**config.mk**
```make
export PLATFORM = sky130hd
export DESIGN_NAME = des_round_ctrl
export DESIGN_NICKNAME = d
export VERILOG_FILES = /design/src/rtl/des_round_ctrl.sv
export SDC_FILE = /design/constraint.sdc
export NUM_CORES = 1
export LEC_CHECK = 0
export BUFFER_PORTS_ARGS = -buffer_cell sky130_fd_sc_hd__buf_2
export CAP_MARGIN = 25
export CORE_ASPECT_RATIO = 2
export CORE_MARGIN = 1.5
export CORE_UTILIZATION = 40
export DETAILED_ROUTE_END_ITERATION = 10
export PLACE_DENSITY = 0.65
export RECOVER_POWER = 50
export SLEW_MARGIN = 0
export SYNTH_ARGS = -nofsm -noshare
export SYNTH_HDL_FRONTEND = slang
export SYNTH_SLANG_ARGS = --single-unit
export TNS_END_PERCENT = 1
```
**constraint.sdc**
```tcl
create_clock -name clk -period 6.5 [get_ports clk]
set_input_delay 1.3 -clock clk [delete_from_list [all_inputs] [get_ports clk]]
set_output_delay 1.3 -clock clk [all_outputs]
set_load 0.005 [all_outputs]
```
**src/rtl/des_round_ctrl.sv**
```systemverilog
// des_round_ctrl: iterative DES sequencer, one Feistel round per clock.
// Owns IP/FP, the L/R state, the PC-1/PC-2 key schedule and the round
// counter; the round function f itself is external and combinational.
//
// Ports (DES bit 1 is the MSB of every vector):
//   clk, rst_n            clock, asynchronous active-low reset
//   start_valid/ready     request handshake; ready is high only in IDLE
//   decrypt               0 = encrypt, 1 = decrypt, sampled at accept
//   block_in, key_in      64-bit block and key (key parity bits ignored)
//   f_r, f_k              R half and round subkey to the round function
//   f_out                 round-function result
//   out_valid/out_ready   result handshake; block_out held until taken
//   block_out             finished block after FP
//   busy, round           high while rounds run; current round 0..15
module des_round_ctrl (
  input  logic        clk,
  input  logic        rst_n,
  input  logic        start_valid,
  output logic        start_ready,
  input  logic        decrypt,
  input  logic [64:1] block_in,
  input  logic [64:1] key_in,
  output logic [32:1] f_r,
  output logic [48:1] f_k,
  input  logic [32:1] f_out,
  output logic        out_valid,
  input  logic        out_ready,
  output logic [64:1] block_out,
  output logic        busy,
  output logic [4:1]  round
);

  typedef enum logic [1:0] {S_IDLE, S_RUN, S_DONE} state_t;

  localparam int unsigned IP_T [64] = '{
    58, 50, 42, 34, 26, 18, 10, 2,  60, 52, 44, 36, 28, 20, 12, 4,
    62, 54, 46, 38, 30, 22, 14, 6,  64, 56, 48, 40, 32, 24, 16, 8,
    57, 49, 41, 33, 25, 17,  9, 1,  59, 51, 43, 35, 27, 19, 11, 3,
    61, 53, 45, 37, 29, 21, 13, 5,  63, 55, 47, 39, 31, 23, 15, 7};

  localparam int unsigned FP_T [64] = '{
    40, 8, 48, 16, 56, 24, 64, 32,  39, 7, 47, 15, 55, 23, 63, 31,
    38, 6, 46, 14, 54, 22, 62, 30,  37, 5, 45, 13, 53, 21, 61, 29,
    36, 4, 44, 12, 52, 20, 60, 28,  35, 3, 43, 11, 51, 19, 59, 27,
    34, 2, 42, 10, 50, 18, 58, 26,  33, 1, 41,  9, 49, 17, 57, 25};

  localparam int unsigned PC1_T [56] = '{
    57, 49, 41, 33, 25, 17,  9,   1, 58, 50, 42, 34, 26, 18,
    10,  2, 59, 51, 43, 35, 27,  19, 11,  3, 60, 52, 44, 36,
    63, 55, 47, 39, 31, 23, 15,   7, 62, 54, 46, 38, 30, 22,
    14,  6, 61, 53, 45, 37, 29,  21, 13,  5, 28, 20, 12,  4};

  localparam int unsigned PC2_T [48] = '{
    14, 17, 11, 24,  1,  5,   3, 28, 15,  6, 21, 10,
    23, 19, 12,  4, 26,  8,  16,  7, 27, 20, 13,  2,
    41, 52, 31, 37, 47, 55,  30, 40, 51, 45, 33, 48,
    44, 49, 39, 56, 34, 53,  46, 42, 50, 36, 29, 32};

  function automatic logic [64:1] ip_perm(input logic [64:1] x);
    logic [64:1] y;
    y = '0;
    for (int unsigned i = 0; i < 64; i++)
      y[7'(64 - i)] = x[7'(65 - IP_T[6'(i)])];
    return y;
  endfunction

  function automatic logic [64:1] fp_perm(input logic [64:1] x);
    logic [64:1] y;
    y = '0;
    for (int unsigned i = 0; i < 64; i++)
      y[7'(64 - i)] = x[7'(65 - FP_T[6'(i)])];
    return y;
  endfunction

  function automatic logic [56:1] pc1_perm(input logic [64:1] x);
    logic [56:1] y;
    y = '0;
    for (int unsigned i = 0; i < 56; i++)
      y[6'(56 - i)] = x[7'(65 - PC1_T[6'(i)])];
    return y;
  endfunction

  function automatic logic [48:1] pc2_perm(input logic [56:1] x);
    logic [48:1] y;
    y = '0;
    for (int unsigned i = 0; i < 48; i++)
      y[6'(48 - i)] = x[6'(57 - PC2_T[6'(i)])];
    return y;
  endfunction

  // Rotation of one 28-bit key half; "left" moves bits toward DES bit 1.
  function automatic logic [28:1] rot28(input logic [28:1] x, input logic right,
                                        input logic [1:0] n);
    logic [28:1] y;
    case ({right, n})
      3'b001:  y = {x[27:1], x[28]};
      3'b010:  y = {x[26:1], x[28:27]};
      3'b101:  y = {x[1], x[28:2]};
      3'b110:  y = {x[2:1], x[28:3]};
      default: y = x;
    endcase
    return y;
  endfunction

  state_t       r_state;
  state_t       w_state_nxt;
  logic [32:1]  r_l;
  logic [32:1]  r_r;
  logic [28:1]  r_c;
  logic [28:1]  r_d;
  logic         r_mode;
  logic [4:1]   r_round;
  logic [64:1]  r_block_out;
  logic [1:0]   w_shamt;
  logic [28:1]  w_c_rot;
  logic [28:1]  w_d_rot;
  logic         w_last;

  assign w_last = (r_round == 4'd15);

  // Decrypt walks the schedule backwards: C16 == C0, so round 0 uses the
  // PC-1 halves unrotated and later rounds undo the encrypt shifts in reverse.
  always_comb begin
    w_shamt = 2'd2;
    if (r_mode) begin
      if (r_round == 4'd0)
        w_shamt = 2'd0;
      else if (r_round == 4'd1 || r_round == 4'd8 || r_round == 4'd15)
        w_shamt = 2'd1;
    end else if (r_round == 4'd0 || r_round == 4'd1 || r_round == 4'd8 ||
                 r_round == 4'd15) begin
      w_shamt = 2'd1;
    end
  end

  assign w_c_rot = rot28(r_c, r_mode, w_shamt);
  assign w_d_rot = rot28(r_d, r_mode, w_shamt);

  always_comb begin
    w_state_nxt = r_state;
    case (r_state)
      S_IDLE:  if (start_valid) w_state_nxt = S_RUN;
      S_RUN:   if (w_last)      w_state_nxt = S_DONE;
      S_DONE:  if (out_ready)   w_state_nxt = S_IDLE;
      default: w_state_nxt = S_IDLE;
    endcase
  end

  always_ff @(posedge clk or negedge rst_n) begin
    if (!rst_n) r_state <= S_IDLE;
    else        r_state <= w_state_nxt;
  end

  always_ff @(posedge clk or negedge rst_n) begin
    if (!rst_n) begin
      r_l         <= '0;
      r_r         <= '0;
      r_c         <= '0;
      r_d         <= '0;
      r_mode      <= 1'b0;
      r_round     <= '0;
      r_block_out <= '0;
    end else begin
      case (r_state)
        S_IDLE: begin
          if (start_valid) begin
            {r_l, r_r} <= ip_perm(block_in);
            {r_c, r_d} <= pc1_perm(key_in);
            r_mode     <= decrypt;
            r_round    <= '0;
          end
        end
        S_RUN: begin
          r_l     <= r_r;
          r_r     <= r_l ^ f_out;
          r_c     <= w_c_rot;
          r_d     <= w_d_rot;
          // 15 + 1 wraps to 0, which is the required round value in DONE.
          r_round <= r_round + 4'd1;
          if (w_last)
            r_block_out <= fp_perm({r_l ^ f_out, r_r});
        end
        default: ;
      endcase
    end
  end

  assign start_ready = (r_state == S_IDLE);
  assign busy        = (r_state == S_RUN);
  assign out_valid   = (r_state == S_DONE);
  assign round       = r_round;
  assign block_out   = r_block_out;
  assign f_r         = busy ? r_r : '0;
  assign f_k         = busy ? pc2_perm({w_c_rot, w_d_rot}) : '0;

endmodule

```
; ---- Word level (Yosys, flattened, before mapping)
; Index checks and enable logic that the tools add are counted.
[word_totals]
reg_bits = 191
in_bits = 165
output_inout_bits = 151
elab_cells = 60
[op_classes]
add_sub_neg = 1
eq_ne = 13
muxes = 22
n_bitwise = 1
n_reduce_logical = 13
[op_table]
columns = op, count
row1 = 28-bit case mux with 4 select lines, 2
row2 = 32-bit case mux with 2 select lines, 2
row3 = 28-bit case mux with 2 select lines, 2
row4 = 32-bit 2-to-1 mux, 3
row5 = 28-bit 2-to-1 mux, 2
row6 = 48-bit 2-to-1 mux, 1
row7 = 32-bit XOR, 1
row8 = 2-bit 2-to-1 mux, 7
row9 = 4-bit == test (second input constant), 2
row10 = 4-bit case mux with 2 select lines, 1
row11 = 3-bit == test (second input constant), 2
row12 = 2-bit case mux with 3 select lines, 1
row13 = 2-bit AND reduction, 3
row14 = 3-bit AND reduction, 2
row15 = 1-bit logical OR, 5
row16 = 5-bit by 1-bit inequality test with 1-bit output (second input constant), 1
row17 = 4-bit by 1-bit adder with 4-bit output (second input constant), 1
row18 = 4-bit by 1-bit == test with 1-bit output (second input constant), 1
row19 = 4-bit zero test, 1
row20 = 4-bit 2-to-1 mux, 1
row21 = 2-bit by 1-bit inequality test with 1-bit output (second input constant), 2
row22 = 3-bit by 1-bit == test with 1-bit output (second input constant), 1
row23 = 3-bit by 2-bit == test with 1-bit output (second input constant), 1
row24 = 2-bit by 1-bit == test with 1-bit output (second input constant), 1
row25 = other kinds (4), 4

; ---- Longest topological paths before layout
; Gate-level depths: netlist of run 1.
[logic_depth]
ltp_word = 9
ltp_mapped = 9
mapped_depth_nobuf = 7

; ---- Least setup slack after synthesis of run 1
; Ideal clock, no wire load.
[synth_timing]
kind = register -> output
start = reg r_round (netlist bit round[1])
end = out f_k[42] (netlist bit)
arrival_time_ns = 1.983
required_time_ns = 5.200
slack_ns = 3.217
path_stages_with_launch = 10
path_buffers = 2
path_cell_list = dfrtp_1 inv_1 ha_1 or4b_1 buf_2 o21a_1 nor2_1 buf_2 a221oi_1 nand2_1
[synth_via]
elab_chain_cells = 9
elab_cells_between_ends = 19
classes_between = eq/ne: 7 / mux: 6 / reduce/logical: 6
[synth_lines]
columns = item, line_no
row1 = from (decl), 112  ; logic [4:1] r_round;
row2 = from (signal assigned), 179  ; r_round <= r_round + 4'd1;
row3 = 4-bit by 1-bit == test with 1-bit output (tied with other cells), "128, 130"
row4 = 1-bit logical OR (on tied branches) (2 in a row), "128, 130"
row5 = 2-bit 2-to-1 mux / 1-bit logical OR (equally long branches), "128, 130"
row6 = 2-bit 2-to-1 mux (on tied branches), "126, 130"
row7 = 2-bit 2-to-1 mux (*), 125  ; if (r_mode) begin
row8 = 3-bit == test (tied with other cells), 95  ; case ({right, n})
row9 = 28-bit case mux with 4 select lines (*), 95
row10 = 48-bit 2-to-1 mux (*), 194  ; assign f_k = busy ? pc2_perm({w_c_rot, w_d_rot}) : '0;
row11 = to (decl), 24  ; output logic [48:1] f_k,
; Every way passes the cells marked *; elsewhere a longest branch is shown, timed or not.

; ---- Worst setup path after layout of run 1
[layout_timing]
start = reg r_round (netlist bit round[1])
end = out f_k[35] (netlist bit)
; Same word-level chain as after synthesis.

==> flow_metrics.tcl, run 1 <==
set metrics [dict create \
    status "complete, but fails checks" \
    failed_checks "capacitance limit, slew limit" \
    initial_core_util_pct 40.8 \
    ant_nets 0 \
    hold_viol_final 0 \
    cts_buffers 17 \
    first_global_vias 11300 \
    ir_drop_mv 0.285 \
    reg2regPathDepth 8 \
    crit_start "round[1]$_DFFE_PN0P_" \
    rsz0062_at_grt "false" \
    fin_crit_sh_pct 79.4 \
    reg2reg_slack_ns 3.19 \
    track_usage_pct 30.2 \
    p_clk_share_pct 14.5 \
    rr_startpoint "round[1]$_DFFE_PN0P_" \
    maxSlewHeadroom_pct -51.1 \
    fmax_mhz 194 \
    grt_overflow 0 \
    drv_slew 189 \
    fin_nets 1691 \
    synth_cell_type_count 54 \
    synth_seq_cells 191 \
    max_stage_delay_ns 0.84 \
    seqPwrFrac_pct 32.4 \
    crit_chain "inv_1 -> ha_1 -> nand4bb_2 -> nand2_1 -> nor2_1 -> nand2_1 -> nand3_1 -> buf_2" \
    cp.required_ns 5.20 \
    cts-resized-gates 0 \
    p_switching_uw 3460 \
    internal_power_uw 3870 \
    die-area_um2 28600 \
    drt_iter0_drc 951 \
    clock_path_buffers 2 \
    holdBufCountCts 0 \
    syn2layout_area_growth_pct 20.7 \
    endpoint "f_k[35]" \
    cts.sinks 191 \
    clk_latency_ns 0.46 \
    fp.dieH_um 238 \
    hpwl_mm 28.7 \
    arrival_ns 3.86 \
    globalplace.congestion 0.973 \
    period_needed_ns 5.16 \
    avgSynthCellArea_um2 8.54 \
    drtPass1Iterations 5 \
    cts_tree "done" \
    timing.rr.end "r_c[22]$_DFFE_PN0P_" \
    power_frac_comb_pct 53.0 \
    cp-end-kind "primary output" \
    synth-async-reset-ratio_pct 100 \
    via_count 11300 \
    rows 85 \
    io_pins 316 \
    cpMostUsedCell "nand2_1" \
    cts_setup_buffers 0 \
    die_w_um 120 \
    drive_above_1_share_pct 23.3 \
    clk_pin_slew_ns 0.07 \
    routedWlPerCell_um 22.7 \
    drc_errors 0 \
    place_area_um2 12800 \
    finalSetupViolations 0 \
    synth_area_um2 11000 \
    ys.flop_type "dfrtp_1" \
    crit_fanout 32 \
    cpMaxStageDelayCell "nand2_1" \
    ys_seq_area_share_pct 43.4 \
    h-tree-depth 4 \
    dp.cells 1849 \
    tightest_slew_ns 2.27 \
    synth_cells 1290 \
    min_path_type "flop to flop" \
    cp-start-kind "flop" \
    viasPerCell 6.00 \
    critPathKind "flop to primary output" \
    portBuffers 307 \
    antenna_found_initial 6 \
    powerDensity_nw_per_um2 551 \
    clock-skew-final_ns 0.0104 \
    cts-root-buf "clkbuf_16" \
    netSwitchingFraction_pct 47.2 \
    drt-total-wl_mm 42.8 \
    maxCapViolations 4 \
    final_cells 1887 \
    grt_pass1_wl_mm 65.5 \
    grt_max_degree 116 \
    syn_nets 1458 \
    fin_tns_setup_ns 0 \
    fin_area_um2 13300 \
    yosys_warnings 0 \
    synth-edff-count 0 \
    leakagePower_uw 0.00602 \
    core-area_um2 27000 \
]
## area by class of cell
| cell class | instances | area (um^2) |
|---|---|---|
| Tap cell | 348 | 435 |
| Multi-Input combinational cell | 913 | 5550 |
| Timing Repair Buffer | 333 | 1690 |
| Antenna cell | 4 | 10.0 |
| Clock inverter | 12 | 124 |
| Inverter | 67 | 251 |
| Sequential cell | 191 | 4780 |
| Clock buffer | 19 | 443 |
| Fill cell | 2719 | 13700 |
## power groups by stage
stage / clock (uW) / sequential (uW) / combinational, uW
CTS: 1080 / 2350 / 3870
finish: 1070 / 2380 / 3890
global placement: 0 / 2340 / 3790
global route: 1130 / 2430 / 4270
floorplan: 0 / 2130 / 2480
detailed placement: 0 / 2370 / 3860
## worst max-delay path: cells and delay by family, from the launching register on
kind / cells / cell delay [ns]
buffers and inverters: 2 / 0.33
adder cells (fa/ha/maj): 1 / 0.33
flip-flops: 1 / 0.45
AND/OR/NAND/NOR: 5 / 2.30
## through the flow
step,setup slack (ns),total power [uW],utilization [%],hold slack [ns]
global placement,2.01,6130,47.2,0.457
global route,1.15,7830,49.2,0.507
CTS,1.45,7300,49.3,0.481
detailed placement,1.95,6220,47.2,0.465
floorplan,3.22,4600,-,0.459
finish,1.34,7330,49.2,0.477
## layout by cell type, fill, tap and decap left out, types with 5 or more instances in the layout
| master | count |
|---|---|
| a221oi_1 | 72 |
| nand4_1 | 20 |
| nor2b_1 | 29 |
| inv_1 | 65 |
| nor2_1 | 76 |
| buf_2 | 259 |
| a21oi_1 | 58 |
| o21ai_0 | 118 |
| xnor2_1 | 29 |
| nand3_1 | 37 |
| nand2_1 | 215 |
| and3_1 | 5 |
| o211ai_1 | 38 |
| a21o_1 | 6 |
| clkbuf_16 | 17 |
| buf_4 | 21 |
| a31oi_1 | 28 |
| a2bb2oi_1 | 6 |
| mux2i_1 | 11 |
| a221o_1 | 16 |
| a211oi_1 | 22 |
| dfrtp_1 | 189 |
| clkbuf_1 | 51 |
| a32oi_1 | 8 |
| o21ai_1 | 9 |
| mux2_2 | 20 |
| a32o_1 | 8 |
| o22a_1 | 30 |
## layer usage
metal,track usage (%),vias to the layer above,part of all wire (%)
met5,0,-,0.028
met4,19.2,2,6.7
met3,6.43,146,6.5
met2,53.5,567,53
met1,32.1,5491,34
li1,-,5119,-
## Yosys cell counts (20+ instances only)
master    count  area share (%)
nand3_1      37             1.7
clkbuf_1     91             3.1
nand4_1      20             1.1
a221oi_1     72             5.7
inv_1        66             2.2
a211oi_1     22             1.5
a21oi_1      58             2.6
nor2b_1      30             1.7
buf_2        22             1.0
mux2_2       20             2.0
o22a_1       30             2.4
xnor2_1      29             2.3
nand2_1     216             7.4
dfrtp_1     191              43
o211ai_1     38             2.6
o21ai_0     118             5.4
a31oi_1      28             1.6
nor2_1       78             2.7
## worst min-delay path by stage
stage                                 to                       from  cells after the start
4_1_cts        block_out[33]$_DFFE_PN0P_  block_out[33]$_DFFE_PN0P_                      2
3_5_place_dp   block_out[54]$_DFFE_PN0P_  block_out[54]$_DFFE_PN0P_                      2
3_3_place_gp   block_out[33]$_DFFE_PN0P_  block_out[33]$_DFFE_PN0P_                      2
2_1_floorplan         r_r[1]$_DFFE_PN0P_         r_r[1]$_DFFE_PN0P_                      2
5_1_grt         block_out[1]$_DFFE_PN0P_   block_out[1]$_DFFE_PN0P_                      2
6_report       block_out[33]$_DFFE_PN0P_  block_out[33]$_DFFE_PN0P_                      2
## registers in the layout, summed over array words and instances (netlist names)
register / cells
r_r: 32
r_state: 2
block_out: 64
r_c: 28
r_mode: 1
r_l: 32
round: 4
r_d: 28
## cells by family after synthesis
logic type / after synthesis / share of synthesized area [%]
flops: 191 / 43.4
xor+xnor: 32 / 2.55
simple gates: 403 / 16.0
buf+inv: 186 / 6.66
fa+ha+maj: 3 / 0.341
compound gates: 443 / 27.9
mux: 32 / 3.17
No activity file was read; power rests on OpenSTA's default activity.
==> inputs of run 2 (changes only) <==
- clock period: 6.5 -> 4.9 ns (I/O delays scaled with it)
==> flow_metrics.tcl, run 2 (same netlist as run 1, synthesis figures left out) <==
set metrics [dict create \
    globalplace.congestion 0.939 \
    cts_buffers 17 \
    final_cells 1895 \
    syn2layout_area_growth_pct 20.8 \
    cp-start-kind "flop" \
    drv_slew 143 \
    drt-total-wl_mm 43.2 \
    drc_errors 0 \
    clock-skew-final_ns 0.00856 \
    status "complete, but fails checks" \
    io_pins 316 \
    min_path_type "flop to flop" \
    reg2reg_slack_ns 1.32 \
    portBuffers 307 \
    largest_reg_flops 64 \
    hpwl_mm 29.6 \
    final_cell_mix "buf_2 (256), nand2_1 (215), dfrtp_1 (189)" \
    finalSetupViolations 0 \
    crit_fanout 18 \
    mostFrequentLayoutCell "buf_2" \
    critPathKind "flop to primary output" \
    drtPass1Iterations 9 \
    place_area_um2 12800 \
    clk_latency_ns 0.45 \
    period_needed_ns 4.41 \
    fin_tns_setup_ns 0 \
    tightest_slew_ns 2.86 \
    fin_crit_sh_pct 90.1 \
    cts_setup_buffers 0 \
    crit_start "round[1]$_DFFE_PN0P_" \
    rr_startpoint "r_state[1]$_DFFE_PN0P_" \
    rsz0062_at_grt "false" \
    maxSlewHeadroom_pct -90.7 \
    antenna_found_initial 6 \
    drt_iter0_drc 875 \
    grt_max_degree 111 \
    track_usage_pct 30.2 \
    reg2regPathDepth 6 \
    core-area_um2 27000 \
    viasPerCell 6.04 \
    holdBufCountCts 0 \
    drive_above_1_share_pct 23.5 \
    cts.sinks 191 \
    powerDensity_nw_per_um2 730 \
    first_global_vias 11400 \
    min_to "block_out[37]$_DFFE_PN0P_" \
    fin_nets 1699 \
    rows 85 \
    dp.cells 1860 \
    hold_viol_final 0 \
    cts-root-buf "clkbuf_16" \
    arrival_ns 3.43 \
    grt_overflow 0 \
    fmax_mhz 227 \
    nFillCells 2721 \
    failed_checks "capacitance limit, slew limit" \
    cts-resized-gates 0 \
    via_count 11500 \
    routedWlPerCell_um 22.8 \
    die-area_um2 28600 \
    cp.required_ns 3.92 \
    clock_path_buffers 2 \
    timing.rr.end "r_r[22]$_DFFE_PN0P_" \
    leakagePower_uw 0.00601 \
    fp.dieH_um 238 \
    initial_core_util_pct 40.8 \
    grt_pass1_wl_mm 65.5 \
    cts_tree "done" \
    min_from "block_out[37]$_DFFE_PN0P_" \
    ant_nets 0 \
    cp-end-kind "primary output" \
    power_uw 9710 \
    clk_pin_slew_ns 0.08 \
    fin_area_um2 13300 \
    die_w_um 120 \
    h-tree-depth 4 \
    maxCapViolations 2 \
    ir_drop_mv 0.330 \
    worstHoldPathCells 2 \
]
==> run 2: worst max-delay path by stage <==
stage,to,slack (ns),depth (start not counted)
floorplan,f_k[42],1.94,9
global placement,f_k[34],1.08,10
detailed placement,f_k[34],1.03,10
CTS,f_k[34],0.52,10
global route,f_k[34],0.35,10
finish,f_k[30],0.49,10
==> run 2: layout make-up <==
type	instances	area (um^2)	area share (%)
diodes	5	12.5	0.0940
clock buffers	18	429	3.23
clock inverters	12	128	0.959
inverters	67	251	1.89
multi-input cells	913	5540	41.6
flip-flops and latches	191	4780	35.9
well taps	348	435	3.27
repair buffers	341	1730	13.0
==> run 2: metal layers <==
metal | GRT usage, % | vias to the layer above | wire, um
met5 | 0 | - | 0
met4 | 18.5 | 0 | 2650
met3 | 6.24 | 146 | 2830
met2 | 55.3 | 576 | 23000
met1 | 30.8 | 5604 | 14800
li1 | - | 5128 | -
==> run 2: power by group <==
| group | total [uW] | switching, uW | leakage (uW) | internal [uW] |
|---|---|---|---|---|
| logic | 5210 | 3120 | 0.00344 | 2100 |
| registers | 3120 | 801 | 0.00231 | 2320 |
| clock network | 1380 | 670 | 0.000257 | 709 |
| total | 9710 | 4590 | 0.00601 | 5120 |
==> run 2: worst max-delay path, cell delays in order (launching register included) <==
cell and delay [ns]:
dfrtp_1 0.46, inv_1 0.07, ha_1 0.30, or4b_1 0.50
buf_4 0.23, o21a_1 0.22, nor2_1 0.48, buf_4 0.31
a221oi_1 0.12, nand2_1 0.15, buf_2 0.14
==> run 2: stage by stage <==
stage	setup WS (ns)	hold slack [ns]	util [%]
6_report	0.485	0.483	49.3
2_1_floorplan	1.94	0.459	-
3_3_place_gp	1.08	0.457	47.5
4_1_cts	0.524	0.483	49.5
5_1_grt	0.350	0.499	49.3
3_5_place_dp	1.03	0.466	47.5
==> inputs of run 3 (changes only) <==
==> constraint.sdc (replaced) <==
create_clock -name clk -period 4.9 [get_ports clk]
set_input_delay 0 -clock clk [delete_from_list [all_inputs] [get_ports clk]]
set_output_delay 0 -clock clk [all_outputs]
set_load 0.005 [all_outputs]
==> flow_metrics.tcl, run 3 (same netlist as run 1, synthesis figures left out) <==
set metrics [dict create \
    use_met3_pct 6.36 \
    track_usage_pct 31.6 \
    preCtsSetupSlack_ns 1.70 \
    power_uw 9940 \
    grt_max_degree 109 \
    critPathKind "flop to primary output" \
    rsz0062_at_grt "false" \
    finalSetupViolations 0 \
    hold_viol_final 0 \
    clock_path_buffers 2 \
    crit_chain "nand2b_2 -> inv_1 -> buf_4 -> o21ai_0 -> a31oi_1 -> buf_2" \
    fin_tns_setup_ns 0 \
    cts.sinks 191 \
    initial_core_util_pct 40.8 \
    drive_above_1_share_pct 21.2 \
    die-area_um2 28600 \
    reg2regPathDepth 6 \
    timing.rr.end "r_c[3]$_DFFE_PN0P_" \
    largest_reg_flops 64 \
    cpMaxStageDelayCell "dfrtp_2" \
    crit_fanout 57 \
    final_cell_mix "buf_2 (261), nand2_1 (215), dfrtp_1 (189)" \
    period_needed_ns 3.95 \
    cp-start-kind "flop" \
    fin_ws_ns 0.950 \
    tightest_slew_ns 2.97 \
    h-tree-depth 4 \
    failed_checks "capacitance limit, slew limit" \
    clk_latency_ns 0.45 \
    via_count 12100 \
    portBuffers 307 \
    internal_power_uw 5270 \
    first_global_vias 12200 \
    mostFrequentLayoutCell "buf_2" \
    worstHoldPathCells 3 \
    maxSlewHeadroom_pct -98.1 \
    fin_nets 1848 \
    cts-root-buf "clkbuf_16" \
    grt_pass1_wl_mm 68.9 \
    cts_buffers 17 \
    syn2layout_area_growth_pct 34.7 \
    cp-end-kind "primary output" \
    maxCapViolations 1 \
    rr_startpoint "r_state[0]$_DFFE_PN0P_" \
    p_clk_share_pct 13.5 \
    max_stage_delay_ns 1.03 \
    drc_errors 0 \
    clock-skew-final_ns 0.0107 \
    drv_slew 108 \
    critPathBufInv 3 \
    ir_drop_mv 0.369 \
    reg2reg_slack_ns 1.38 \
    fmax_mhz 253 \
    die_w_um 120 \
    crit_family "buffers and inverters" \
    globalplace.congestion 0.968 \
    rows 85 \
    fp.dieH_um 238 \
    routedWlPerCell_um 22.1 \
    hpwl_mm 28.9 \
    netSwitchingFraction_pct 47.0 \
    seqPwrFrac_pct 31.8 \
    fin_util_pct 54.9 \
    cp.required_ns 4.90 \
    cts_tree "done" \
    power_frac_comb_pct 54.8 \
    drtPass1Iterations 6 \
    drt_iter0_drc 926 \
    status "complete, but fails checks" \
    leakagePower_uw 0.00666 \
    grt_use_met1_pct 32.6 \
    ant_nets 0 \
    viasPerCell 5.91 \
    powerDensity_nw_per_um2 670 \
    min_path_type "input port to flop" \
    p_switching_uw 4670 \
    drt-total-wl_mm 45.2 \
    min_from "f_out[3]" \
    arrival_ns 3.95 \
    gr-usage-met2_pct 57.4 \
    core-area_um2 27000 \
    grt_overflow 0 \
    clk_pin_slew_ns 0.07 \
    busiest_layer "met2" \
    antenna_found_initial 1 \
    min_to "block_out[41]$_DFFE_PN0P_" \
    fin_crit_sh_pct 80.6 \
    io_pins 316 \
]
## run 3: worst max-delay path by stage
stage	start	endpoint	slack, ns	cells past startpoint
2_1_floorplan	round[1]$_DFFE_PN0P_	r_c[12]$_DFFE_PN0P_	2.81	9
3_3_place_gp	round[1]$_DFFE_PN0P_	f_k[34]	1.76	9
3_5_place_dp	round[1]$_DFFE_PN0P_	f_k[34]	1.70	9
4_1_cts	round[1]$_DFFE_PN0P_	f_k[34]	1.20	9
5_1_grt	r_state[0]$_DFFE_PN0P_	f_k[35]	0.84	7
6_report	r_state[0]$_DFFE_PN0P_	f_k[32]	0.95	6
## run 3: per-layer routing
metal	routed length [um]	vias to the layer above
met3	2940	164
met5	0	-
met1	15300	5823
met4	3040	0
li1	-	5431
met2	23900	644
## run 3: repair_timing
action                                 in CTS  in global routing
resized for setup                           0                  0
buffers inserted                            0                  0
endpoints found under the hold margin     260                  0
hold buffers                              157                  0
## run 3: per-stage QoR
step	hold slack [ns]	std cells	area, um^2
floorplan	-0.296	1290	11000
global placement	0.200	1850	12800
detailed placement	0.211	1851	12800
CTS	0.00211	2039	14900
global route	0.0171	2041	14800
finish	0.0281	2041	14800
## run 3: worst register-to-register path: stages, from the launching register on
cell and delay, ns:
dfrtp_2 1.03, nand2b_2 0.12, inv_1 0.53, buf_4 0.73, o21ai_0 0.20, a31oi_1 0.64, a221o_1 0.21
## run 3: area by class of cell
| cell class | count | area [um^2] |
|---|---|---|
| fill | 2542 | 12200 |
| multi-input combinational | 913 | 5540 |
| sequential | 191 | 4780 |
| timing repair buffer | 490 | 3290 |
| tap | 348 | 435 |
| clock buffer | 19 | 433 |
| inverter | 67 | 251 |
| clock inverter | 12 | 98.8 |
| antenna | 1 | 2.50 |
## run 3: power groups by stage
stage                     logic [uW]  registers (uW)  clock network, uW
after floorplan                 3290            2820                  0
final                           5440            3160               1340
after global placement          5020            3110                  0
after CTS                       5390            3110               1360
after global routing            5920            3230               1420
after detailed placement        5120            3130                  0
